===== src/rtl/dmem_access_unit.sv =====
// Memory-stage load/store engine: selects the DMEM address, issues a registered
// request with a ready handshake, and returns aligned, extended load data.
module dmem_access_unit #(
  parameter int unsigned XLEN          = 32,
  parameter bit          MISALIGN_TRAP = 1'b1
) (
  input  logic            clk,
  input  logic            rst_n,
  input  logic [31:0]     inst_X,
  input  logic            valid_X,
  input  logic [XLEN-1:0] alu_result,
  input  logic [XLEN-1:0] fwd_data,
  input  logic            addr_fwd,
  input  logic [XLEN-1:0] rs2_data,
  output logic            dmem_req,
  output logic [3:0]      dmem_we,
  output logic [XLEN-1:0] dmem_addr,
  output logic [XLEN-1:0] dmem_wdata,
  input  logic [XLEN-1:0] dmem_rdata,
  input  logic            dmem_ready,
  output logic            stall,
  output logic            load_valid,
  output logic [XLEN-1:0] load_data,
  output logic [4:0]      load_rd,
  output logic            misaligned
);

  localparam logic [6:0] OP_LOAD  = 7'b0000011;
  localparam logic [6:0] OP_STORE = 7'b0100011;

  typedef enum logic {IDLE, BUSY} state_e;

  state_e          state_q;
  logic            req_q, is_load_q, load_valid_q, misaligned_q;
  logic [3:0]      we_q;
  logic [XLEN-1:0] addr_q, wdata_q, load_data_q;
  logic [2:0]      funct3_q;
  logic [1:0]      off_q;
  logic [4:0]      rd_q, load_rd_q;

  logic [6:0]      opcode;
  logic [2:0]      funct3;
  logic            mem_op, is_load_x, mis_c, issue;
  logic [XLEN-1:0] addr_raw, addr_c, wdata_d;
  logic [1:0]      off_c;
  logic [3:0]      we_d;
  logic            unused_inst;

  assign opcode      = inst_X[6:0];
  assign funct3      = inst_X[14:12];
  assign unused_inst = ^inst_X[31:15];
  assign is_load_x   = (opcode == OP_LOAD);
  assign mem_op      = valid_X && (is_load_x || (opcode == OP_STORE));

  function automatic logic [XLEN-1:0] load_extract(input logic [XLEN-1:0] rdata,
                                                   input logic [1:0] off,
                                                   input logic [2:0] f3);
    logic [XLEN-1:0] s;
    s = rdata >> {off, 3'b000};
    case (f3)
      3'b000:  return {{24{s[7]}}, s[7:0]};
      3'b001:  return {{16{s[15]}}, s[15:0]};
      3'b100:  return {24'b0, s[7:0]};
      3'b101:  return {16'b0, s[15:0]};
      default: return s;
    endcase
  endfunction

  always_comb begin
    addr_raw = addr_fwd ? fwd_data : alu_result;
    mis_c    = mem_op && (((funct3[1:0] == 2'b10) && (addr_raw[1:0] != 2'b00)) ||
                          ((funct3[1:0] == 2'b01) && addr_raw[0]));
    addr_c   = addr_raw;
    // Without trapping, a misaligned access is silently snapped down to its natural boundary.
    if (!MISALIGN_TRAP) begin
      if (funct3[1:0] == 2'b10)      addr_c[1:0] = 2'b00;
      else if (funct3[1:0] == 2'b01) addr_c[0]   = 1'b0;
    end
    off_c = addr_c[1:0];
    case (funct3[1:0])
      2'b00:   we_d = 4'b0001 << off_c;
      2'b01:   we_d = 4'b0011 << off_c;
      default: we_d = 4'b1111;
    endcase
    if (is_load_x) we_d = 4'b0000;
    wdata_d = rs2_data << {off_c, 3'b000};
  end

  assign stall = (state_q == BUSY) && !dmem_ready;
  assign issue = mem_op && !stall && !(mis_c && MISALIGN_TRAP);

  always_ff @(posedge clk or negedge rst_n) begin
    if (!rst_n) begin
      state_q      <= IDLE;
      req_q        <= 1'b0;
      we_q         <= '0;
      addr_q       <= '0;
      wdata_q      <= '0;
      funct3_q     <= '0;
      off_q        <= '0;
      rd_q         <= '0;
      is_load_q    <= 1'b0;
      load_valid_q <= 1'b0;
      load_data_q  <= '0;
      load_rd_q    <= '0;
      misaligned_q <= 1'b0;
    end else begin
      misaligned_q <= MISALIGN_TRAP && mis_c && !stall;
      load_valid_q <= 1'b0;
      if ((state_q == BUSY) && dmem_ready && is_load_q) begin
        load_valid_q <= 1'b1;
        load_data_q  <= load_extract(dmem_rdata, off_q, funct3_q);
        load_rd_q    <= rd_q;
      end
      // A new access may be captured on the same edge the outstanding one completes.
      if (issue) begin
        state_q   <= BUSY;
        req_q     <= 1'b1;
        addr_q    <= addr_c;
        we_q      <= we_d;
        wdata_q   <= wdata_d;
        funct3_q  <= funct3;
        off_q     <= off_c;
        rd_q      <= inst_X[11:7];
        is_load_q <= is_load_x;
      end else if ((state_q == BUSY) && dmem_ready) begin
        state_q <= IDLE;
        req_q   <= 1'b0;
      end
    end
  end

  assign dmem_req   = req_q;
  assign dmem_we    = we_q;
  assign dmem_addr  = addr_q;
  assign dmem_wdata = wdata_q;
  assign load_valid = load_valid_q;
  assign load_data  = load_data_q;
  assign load_rd    = load_rd_q;
  assign misaligned = misaligned_q;

endmodule


===== config.mk =====
export PLATFORM = sky130hd
export DESIGN_NAME = dmem_access_unit
export DESIGN_NICKNAME = d
export VERILOG_FILES = /design/src/rtl/dmem_access_unit.sv
export SDC_FILE = /design/constraint.sdc
export NUM_CORES = 1
export LEC_CHECK = 0
export CAP_MARGIN = 20
export CORE_MARGIN = 2
export CORE_UTILIZATION = 35
export DETAILED_ROUTE_END_ITERATION = 12
export PLACE_DENSITY = 0.81
export SYNTH_ARGS = -nofsm -noshare
export SYNTH_HDL_FRONTEND = slang
export SYNTH_SLANG_ARGS = --single-unit

===== constraint.sdc =====
create_clock -name clk -period 5.1 [get_ports clk]
set_input_delay 0.51 -clock clk [delete_from_list [all_inputs] [get_ports clk]]
set_output_delay 0.51 -clock clk [all_outputs]
set_load 0.01 [all_outputs]

==> results by group <==
Setup path
  • R2R Setup Slk: 2.61 ns
  • Worst R2R End: load_data[23]
  • Buf/Inv on CP: 2
  • Worst r2r path cells: 3
  • Top Family by Delay on Critical Path: multiplexers
  • WS Path Type: in2reg
  • WP depth: 6
  • Delay of the slowest critical-path stage: 0.81 ns
  • CP Max Fanout: between 60 and 70
  • Critical-path cell list: buf_2, mux2i_4, nand2_2, a211oi_4, buf_12, mux2_2
  • Critical path launch point type: input pin
  • Nature of the critical path endpoint: flip-flop
  • Worst path required time: around 5.4 ns
  • Reg-to-reg startpoint: dmem_addr[1]
  • CP max-delay cell: mux2i_4
  • Crit path DAT: 3.48 ns

Clock network
  • Root buf cell: clkbuf_16
  • H-tree levels: 4
  • Cts-stage hold buffer count: 0
  • Reg clk slew, reported paths: roughly 0.06 ns
  • Clk buf depth: 2
  • CTS sink cnt: ~120
  • Worst-skew pair later-pin latency: a little over 0.4 ns
  • Num CTS Buffers: 17
  • CTS resizes: 0
  • Setup Buffers After CTS: 0
  • CTS tree: built

Cells and area
  • Antenna diode count: 0
  • Layout cells sized above 1: 19.1%
  • Post-route cell area: just over 0.009 mm²
  • Nets: around 920
  • Syn-to-layout area delta: 57.3%

Global routing
  • Pin count of the biggest net entering global routing: 80
  • Gr usage total: 19.1%
  • Initial antenna violation count: 0
  • First-pass GRT wire length: 26600 µm
  • Vias in the first global route: around 5000
  • Grt total ovfl: 0

Place
  • Post-DP Area: 0.00862 mm²
  • Port bufs: 256
  • GPL Wtd Cong: 0.866
  • Final HPWL DP: 12200 µm

Detailed routing
  • DRC Markers: 0
  • Routed WL: 16600 µm
  • First-pass iteration count of the detailed router: 4
  • DRT iter0 DRCs: between 200 and 250
  • DRT antenna net count: 0
  • Via count: around 4800
  • Via/cell ratio: 4.90
  • Wirelength per Cell: 16.8 µm

Synth
  • Asr flop ratio synth: 100%
  • Synthesized area: 0.00591 mm²
  • Ranking of synthesized cells by area: dfrtp_1, mux2_2, mux2i_1, nand2_1, a21oi_1
  • Post-Syn Instances: between 500 and 600
  • Syn Nets: 673
  • Post-synth EDFFs: 0
  • Count leader, synth: dfrtp_1
  • Ys flop type: dfrtp_1
  • Seq/Total Area, Yosys: 49.6%
  • Yosys warns: 0
  • Post-synth top area cell: dfrtp_1
  • Register bit total from synthesis: 117
  • Syn avg cell area: 11.6 µm²
  • Synth cell types: 37
  • Yosys top cell area share: approximately 50%
  • Synth top cells by count: dfrtp_1, mux2_2, nand2_1

Power and ir drop
  • Leakage: 0.00406 µW
  • Sequential power share: 36.2%
  • Max IR drop VDD: 0.276 mV
  • Switch Pwr: ~680 µW
  • Power Internal: 2220 µW
  • Clock network power share: ~45%
  • Sw Ratio: a little under a quarter
  • Combinational power share: 19.3%
  • Pwr/cell area: 312 mW/mm²

Timing
  • Max-slew violations: 0
  • Fmax: 314 MHz
  • Worst-Margin Slew: 0.933 ns
  • Setup TNS: 0 ns
  • Final setup fails: 0
  • RSZ-0062 raised after global routing: no
  • Skew final: around 0.008 ns
  • Fin crit share: 62.5%
  • Rel. slew slack: 37.8%
  • Final hold vios: 0
  • Fin crit period: 3.19 ns

Floorplanning
  • Core area: 0.0165 mm²
  • Die area: 0.0179 mm²
  • Site row count: 47
  • Die height: 134 µm
  • I/O Pins: 274
  • Die Wd: 134 µm
  • Initial core utilization: 35.7%

Run
  • Max-cap violation count: 0

Hold path
  • Hold WC Path Type: reg2reg
  • Min-delay src: rd_q[0]
  • Hold Crit Depth: 2
  • WHS Endpoint: load_rd[0]

Run status
  • Status: finished, final reports clean
## sequential cells by signal, indices dropped and copies added (netlist names)
| register | cells |
|---|---|
| dmem_addr | 32 |
| dmem_req | 1 |
| dmem_wdata | 32 |
| dmem_we | 4 |
| funct3_q | 3 |
| is_load_q | 1 |
| load_data | 32 |
| load_rd | 5 |
| load_valid | 1 |
| misaligned | 1 |
| rd_q | 5 |
## per-stage QoR
step | worst slack, ns | util, % | power [µW] | std cells | hold slack (ns)
floorplan | 2.83 | - | 1300 | 508 | 0.214
global placement | 1.46 | 52.2 | 1620 | 957 | 0.446
detailed placement | 1.40 | 52.2 | 1630 | 957 | 0.452
CTS | 1.85 | 56.0 | 2940 | 987 | 0.308
global route | 1.70 | 56.2 | 3030 | 989 | 0.463
finish | 1.91 | 56.2 | 2900 | 989 | 0.457
## power groups by stage
stage / combinational (µW) / clock (µW) / sequential (µW)
after global placement: 554 / 0 / 1060
after floorplan: 213 / 0 / 1090
after CTS: 563 / 1320 / 1050
final: 559 / 1290 / 1050
after detailed placement: 561 / 0 / 1060
after global routing: 606 / 1360 / 1060
## layout by cell type, fill, tap and decap left out, types with 2 or more instances in the layout
| cell | Yosys | final |
|---|---|---|
| buf_4 | 5 | 5 |
| dfrtp_1 | 117 | 117 |
| nand2_1 | 58 | 58 |
| nand2b_1 | 2 | 2 |
| o21ai_0 | 16 | 16 |
| nand3_1 | 16 | 16 |
| or2_2 | 2 | 2 |
| nor2_1 | 25 | 25 |
| bufinv_16 | 0 | 5 |
| nor2b_1 | 3 | 3 |
| a221o_1 | 8 | 8 |
| mux2i_4 | 2 | 2 |
| mux2_2 | 101 | 101 |
| a21oi_1 | 30 | 30 |
| clkinv_2 | 0 | 4 |
| and2_1 | 5 | 5 |
| and2_0 | 2 | 2 |
| clkbuf_8 | 0 | 2 |
| clkdlybuf4s50_1 | 0 | 254 |
| mux2_1 | 8 | 8 |
| clkbuf_16 | 0 | 17 |
| inv_1 | 10 | 10 |
| o2bb2ai_1 | 8 | 8 |
| mux2i_1 | 49 | 49 |
## cells by family (layout without fill, tap and decap cells)
group                  after synthesis  count (layout)  share of synthesized area [%]
and+or+nand+nor                    121             121                           9.39
buffers and inverters               42             303                           3.47
DFF                                117             117                           49.6
AOI/OAI and AO/OA                   67              67                           7.33
muxes                              161             161                           30.2
## how the worst max path moves through the flow
stage / startpoint / end / slack, ns
6_report: addr_fwd / dmem_wdata[16] / 1.91
5_1_grt: addr_fwd / dmem_wdata[16] / 1.70
4_1_cts: addr_fwd / dmem_wdata[16] / 1.85
3_5_place_dp: addr_fwd / dmem_wdata[16] / 1.40
3_3_place_gp: addr_fwd / dmem_addr[2] / 1.46
2_1_floorplan: addr_fwd / dmem_wdata[28] / 2.83
## area by class of cell
cell class	instances	area (µm²)
flip-flops and latches	117	2930
clock buffers	20	457
repair buffers	263	2640
fillers	1430	7230
multi-input cells	349	2770
well taps	220	275
clock inverters	10	179
inverters	10	37.5
## metal layers
metal	track usage (%)	part of all wire, %	up-vias
met2	31.1	49	175
met1	22.7	40	2329
li1	-	-	2301
met4	9.28	3.3	0
met3	6.42	8.1	37
met5	0	0	-
## worst register-to-register path: cells and delay by family (launching register included)
kind	cells	cell delay, ns
flops	1	0.95
mux	1	0.65
simple gates	1	0.63
compound gates	1	0.16
No activity file was read; power rests on OpenSTA's default activity.
